`config.mk`:
```
export PLATFORM = sky130hd
export DESIGN_NAME = ram_stream_reader
export DESIGN_NICKNAME = d
export VERILOG_FILES = /design/src/rtl/ram_stream_reader.sv
export SDC_FILE = /design/constraint.sdc
export NUM_CORES = 1
export LEC_CHECK = 0
export CORE_ASPECT_RATIO = 1.75
export CORE_UTILIZATION = 30
export CTS_BUF_LIST = sky130_fd_sc_hd__clkbuf_2 sky130_fd_sc_hd__clkbuf_4 sky130_fd_sc_hd__clkbuf_8
export DETAILED_ROUTE_END_ITERATION = 16
export PLACE_DENSITY_LB_ADDON = 0.15
export RECOVER_POWER = 25
export SLEW_MARGIN = 20
export SYNTH_ARGS = -nofsm -noshare
export SYNTH_HDL_FRONTEND = slang
export SYNTH_SLANG_ARGS = --single-unit
```
`constraint.sdc`:
```
create_clock -name clk -period 2.4 [get_ports clk]
set_input_delay 0.48 -clock clk [delete_from_list [all_inputs] [get_ports clk]]
set_output_delay 0.48 -clock clk [all_outputs]
set_load 0.01 [all_outputs]
```
`src/rtl/ram_stream_reader.sv`:
```
// Streams a burst of words out of a synchronous-read RAM onto a valid/ready
// stream, then pulses done. The RAM is handed back to writers while idle.
module ram_stream_reader #(
  parameter int unsigned DATA_WIDTH = 8,
  parameter int unsigned ADDR_WIDTH = 7
) (
  input  logic                  clk,
  input  logic                  rst_n,
  input  logic                  start,
  input  logic [ADDR_WIDTH-1:0] base_addr,
  input  logic [ADDR_WIDTH:0]   len,
  output logic [ADDR_WIDTH-1:0] ram_read_addr,
  output logic                  ram_en,
  input  logic [DATA_WIDTH-1:0] ram_q,
  output logic [DATA_WIDTH-1:0] out_data,
  output logic                  out_valid,
  input  logic                  out_ready,
  output logic                  out_last,
  output logic                  busy,
  output logic                  done
);

  localparam int unsigned CNT_WIDTH = ADDR_WIDTH + 1;

  typedef enum logic [1:0] {
    IDLE   = 2'd0,
    PRIME  = 2'd1,
    STREAM = 2'd2,
    FINISH = 2'd3
  } state_t;

  state_t                state;
  state_t                state_next;
  logic [ADDR_WIDTH-1:0] addr_q;
  logic [CNT_WIDTH-1:0]  cnt_q;
  logic                  last_c;
  logic                  handshake_c;

  assign last_c      = (cnt_q == CNT_WIDTH'(1));
  assign handshake_c = (state == STREAM) && out_ready;

  // State register
  always_ff @(posedge clk or negedge rst_n) begin
    if (!rst_n) begin
      state <= IDLE;
    end else begin
      state <= state_next;
    end
  end

  // Current read address and remaining word count
  always_ff @(posedge clk or negedge rst_n) begin
    if (!rst_n) begin
      addr_q <= '0;
      cnt_q  <= '0;
    end else begin
      case (state)
        IDLE: begin
          if (start && (len != '0)) begin
            addr_q <= base_addr;
            cnt_q  <= len;
          end
        end
        STREAM: begin
          if (handshake_c) begin
            cnt_q <= cnt_q - CNT_WIDTH'(1);
            if (!last_c) begin
              addr_q <= addr_q + ADDR_WIDTH'(1);
            end
          end
        end
        default: begin
        end
      endcase
    end
  end

  // Next-state logic
  always_comb begin
    state_next = state;
    case (state)
      IDLE: begin
        if (start) begin
          state_next = (len == '0) ? FINISH : PRIME;
        end
      end
      PRIME:  state_next = STREAM;
      STREAM: begin
        if (handshake_c && last_c) begin
          state_next = FINISH;
        end
      end
      FINISH: state_next = IDLE;
      default: state_next = IDLE;
    endcase
  end

  // Outputs; the RAM address is presented one edge ahead of the data it selects
  always_comb begin
    ram_en        = 1'b1;
    ram_read_addr = addr_q;
    out_valid     = 1'b0;
    out_last      = 1'b0;
    busy          = 1'b1;
    done          = 1'b0;
    case (state)
      IDLE:   busy = 1'b0;
      PRIME:  ram_en = 1'b1;
      STREAM: begin
        out_valid = 1'b1;
        out_last  = last_c;
        ram_en    = out_ready && !last_c;
        if (out_ready && !last_c) begin
          ram_read_addr = addr_q + ADDR_WIDTH'(1);
        end
      end
      FINISH: done = 1'b1;
      default: busy = 1'b0;
    endcase
  end

  assign out_data = ram_q;

endmodule

```
* Word level (Yosys, flattened, before mapping)
Index checks and enable logic that the tools add are counted.
Operators by class: add/sub/neg operators 2, eq/ne operators 9, mux-type cells 18, reductions and logical operators 12
Operators with widths (number):
- $mux W7 | 5
- $mux W8 | 2
- $pmux W8 S2 | 1
- $pmux W7 S2 | 1
- $eq A8 B1 Y1 const B | 1
- $logic_not A8 Y1 | 1
- $ne A2 B2 Y1 const B | 4
- $pmux W2 S4 | 1
- $reduce_bool A8 Y1 | 1
- $sub A8 B1 Y8 const B | 1
- $add A7 B1 Y7 const B | 1
- $mux W2 | 3
- $mux W1 | 5
- $eq A2 B2 Y1 const B | 2
- $logic_and A1 B1 Y1 | 4
- $reduce_and A4 Y1 | 1
- $reduce_and A3 Y1 | 1
- $eq A2 B1 Y1 const B | 1
- $logic_not A2 Y1 | 1
- $ne A2 B1 Y1 const B | 1
- $reduce_and A2 Y1 | 1
- $reduce_bool A2 Y1 | 1
- $logic_not A1 Y1 | 1
Storage, ports and cells: bits of input ports 27, register bits 17, output and inout bits 20, word-level logic and storage cells 44

* Depth between registers and ports, before layout
Gate-level depths: netlist of the first run.
depth in word-level cells 5, depth in mapped cells 8, gate-level depth less buffers 7

* Worst setup path after synthesis of the first run
No wires, ideal clock.
kind register to output, start register cnt_q[1], end output ram_read_addr[1], data required time 1920 ps, slack 174 ps, data arrival time 1746 ps, buffers on the path 0, stages on the path, launching flop included 6, cell sequence dfrtp_1 > inv_1 > ha_1 > or4b_1 > o211ai_2 > mux2_1
Between the ends: longest elaborated chain between the ends 5
RTL lines:
- start: declaration | RTL line 35 | logic [CNT_WIDTH-1:0] cnt_q;
- start signal: assignment | RTL line 61 | cnt_q <= len;
- start signal: assignment | RTL line 66 | cnt_q <= cnt_q - CNT_WIDTH'(1);
- $eq A8 B1 Y1 | RTL line 39 | assign last_c = (cnt_q == CNT_WIDTH'(1));
- $logic_not A1 Y1 | RTL line 113 | if (out_ready && !last_c) begin
- $logic_and A1 B1 Y1 | RTL line 113
- $mux W7 | RTL line 113
- $mux W7 | RTL line 106 | case (state)
- end: declaration | RTL line 12 | output logic [ADDR_WIDTH-1:0] ram_read_addr,
Every way passes these cells.

* Worst setup path after layout of the first run
start register cnt_q[1], end output ram_read_addr[3]
Same word-level chain as after synthesis.

==> results of run 1 <==
per-layer routing:
metal	vias up	part of all wire [%]	wire length, um
met4	0	5.1	250
met2	89	52	2570
met3	20	6.0	294
met1	810	36	1790
li1	767	-	-
met5	-	0	0
state kept, by name (all words and copies together) (netlist names):
register  flops
cnt_q         8
addr_q        7
state         2
synthesized netlist by cell type (3+ instances only):
library cell | count | area share [%]
ha_1 | 7 | 5.9
o21ai_0 | 3 | 1.0
nor2b_1 | 4 | 1.7
a221oi_1 | 3 | 1.8
or3_1 | 4 | 1.7
nor3_1 | 14 | 4.7
inv_1 | 11 | 2.8
o221ai_1 | 3 | 1.8
nand2_1 | 6 | 1.5
buf_4 | 8 | 4.0
nor2_1 | 8 | 2.0
a211oi_1 | 3 | 1.5
a21oi_1 | 5 | 1.7
dfrtp_1 | 17 | 29
nand3_1 | 14 | 4.7
xor2_1 | 5 | 2.9
clkbuf_1 | 5 | 1.3
o22ai_1 | 3 | 1.3
layout make-up:
class / instances / area, um2
clock buffers: 4 / 48.8
fillers: 491 / 2530
inverters: 11 / 41.3
multi-input cells: 126 / 993
flip-flops and latches: 17 / 425
well taps: 52 / 65.1
repair buffers: 72 / 601
stage by stage:
step / setup WS [ns] / power [W]
floorplan: 0.174 / 0.00145
global placement: -0.268 / 0.00215
detailed placement: -0.336 / 0.00218
CTS: -0.234 / 0.00247
global route: -0.262 / 0.00272
finish: -0.206 / 0.00254
where the power goes:
part / switching [W] / internal (W) / total, W
Clock: 0.000113 / 0.000130 / 0.000243
Sequential: 0.000147 / 0.000434 / 0.000581
Combinational: 0.000857 / 0.000858 / 0.00171
Total: 0.00112 / 0.00142 / 0.00254
worst register-to-register path: stages (launching register included):
cell,delay [ns]
dfrtp_1,0.37
inv_1,0.09
buf_4,0.15
ha_2,0.24
nand2b_1,0.19
nor2_1,0.37
o22ai_1,0.19
a221o_1,0.31
cell families after synthesis:
logic type | after synthesis
flops | 17
fa+ha+maj | 7
xor+xnor | 6
simple gates | 63
mux | 4
compound gates | 46
buf+inv | 28
final timing paths:
path | from | end | slack [ns] | depth (start not counted)
setup / recovery | cnt_q[1] | ram_read_addr[3] | -0.21 | 9
hold / removal | addr_q[1] | addr_q[1] | 0.56 | 1
setup reg to reg | state[0] | cnt_q[6] | 0.38 | 7
hold reg to reg | addr_q[1] | addr_q[1] | 0.56 | 1
max in group asynchronous | rst_n | cnt_q[0] | 0.84 | 2
min in group asynchronous | rst_n | cnt_q[4] | 0.92 | 2
timing repair:
item                       in CTS  in global routing
hold endpoints to repair        0                  0
pin swaps                       3                  1
setup endpoints to repair       9                  9
gates resized for setup        47                  7
buffers inserted                3                  3
==> flow_summary.json, run 1 <==
{
  "start_util_pct": 31.6,
  "antennaDiodeCount": 0,
  "synth_compound_area_share_pct": 26.0,
  "num_rows": 33,
  "leakagePower_nw": 0.899,
  "num-nets-final": 265,
  "seq_area_frac_synth_pct": 28.6,
  "ant_nets": 0,
  "worstPathArrival_ns": 2.13,
  "finalCriticalPeriod_ns": 2.61,
  "crit_path_max_fanout": 5,
  "holdBufCountCts": 0,
  "place_congestion": 0.869,
  "critPathBufInv": 4,
  "synth-seq-cells": 17,
  "cts_buffers": 3,
  "worstMarginPinSlew_ns": 1.06,
  "fin_area_mm2": 0.00217,
  "synth_cells": 171,
  "drive_gt1_share_pct": 31.7,
  "grt_pass1_vias": 1649,
  "vias": 1686,
  "stdcell_count": 282,
  "dp.cells": 272,
  "syn2layout_area_growth_pct": 46.4,
  "hold_viol_final": 0,
  "synthSimpleGateAreaFrac_pct": 23.2,
  "synth_fa_ha_area_share_pct": 5.90,
  "finalSetupViolCount": 7,
  "dr.pass1.iters": 4,
  "yosysUniqueCellTypes": 54,
  "antenna_found_initial": 0,
  "clock_sinks": 17,
  "hold_slack_ns": 0.560,
  "grt_use_met3_pct": 2.07,
  "worst_slew_margin_rel_pct": 29.4,
  "path_cells": "inv_2, ha_4, or4b_4, o211ai_2, buf_6, buf_12, nor2b_1, xor2_1, buf_2",
  "tns_ns": -1.32,
  "rsz0062_at_grt": "true",
  "ys_warn_count": 0,
  "grt-ovfl-total": 0,
  "drtIter0Drc": 63,
  "critPathRequiredTime_ns": 1.92,
  "ir_drop_v": 0.000558,
  "status": "complete, but fails checks",
  "powerDensity_mw_per_mm2": 1170,
  "syn_area_per_cell_um2": 8.69,
  "slowest_stage": "or4b_4",
  "cts-htree-levels": 1,
  "grtUsageMet2_pct": 34.1,
  "via_per_inst": 5.98,
  "track_usage_pct": 20.3,
  "io_buffer_count": 30,
  "final_common_cell": "buf_4",
  "crit_family": "buffers and inverters",
  "wl_per_cell_um": 17.4,
  "clk_pin_slew_ns": 0.07,
  "drv_cap": 0,
  "die_y_um": 95.1,
  "violations": "setup timing",
  "mostFrequentLayoutCells": "buf_4, clkdlybuf4s50_1, dfrtp_1",
  "final_core_utilization_pct": 46.2,
  "core-area_mm2": 0.00471,
  "fmax_mhz": 384,
  "grt_max_degree": 18,
  "drc_errors": 0,
  "synthMuxAreaShare_pct": 2.95,
  "hold_path.class": "flop to flop",
  "clk_latency_ns": 0.26,
  "synth_top_family_by_area": "compound AO/OA/AOI/OAI gates",
  "setup_ws_ns": -0.206,
  "dp_hpwl_um": 3660,
  "dieArea_mm2": 0.00525,
  "drv_slew": 0,
  "syn_nets": 205,
  "tritoncts": "yes",
  "cts-root-buf": "clkbuf_8",
  "globalRouteMet1Util_pct": 22.3,
  "drt-total-wl_um": 4900,
  "grt.busiest_layer": "met2",
  "synth_xor_area_share_pct": 3.54,
  "cp-end-kind": "output port",
  "worst_setup_path_start_kind": "flop",
  "die_w_um": 55.2,
  "slowest_delay_ns": 0.46,
  "async_flop_share_pct": 100,
  "place_area_mm2": 0.00202,
  "syn_area_mm2": 0.00149,
  "fin_crit_sh_pct": 109,
  "fin_skew_ns": 0.00206,
  "crit_type": "flop to output port",
  "ys.flop_type": "dfrtp_1",
  "synth-edff-count": 0,
  "io_pins": 47,
  "grt_pass1_wl_um": 7600,
  "ctsLongestPathBuffers": 2
}
No activity file was read; power rests on OpenSTA's default activity.
==> run 2: changes to the inputs <==
- ABC_CLOCK_PERIOD_IN_PS: unset -> 2400
- CAP_MARGIN: unset -> 15
==> results of run 2 <==
Final layout, timing and power as in run 1 (identical DEF).
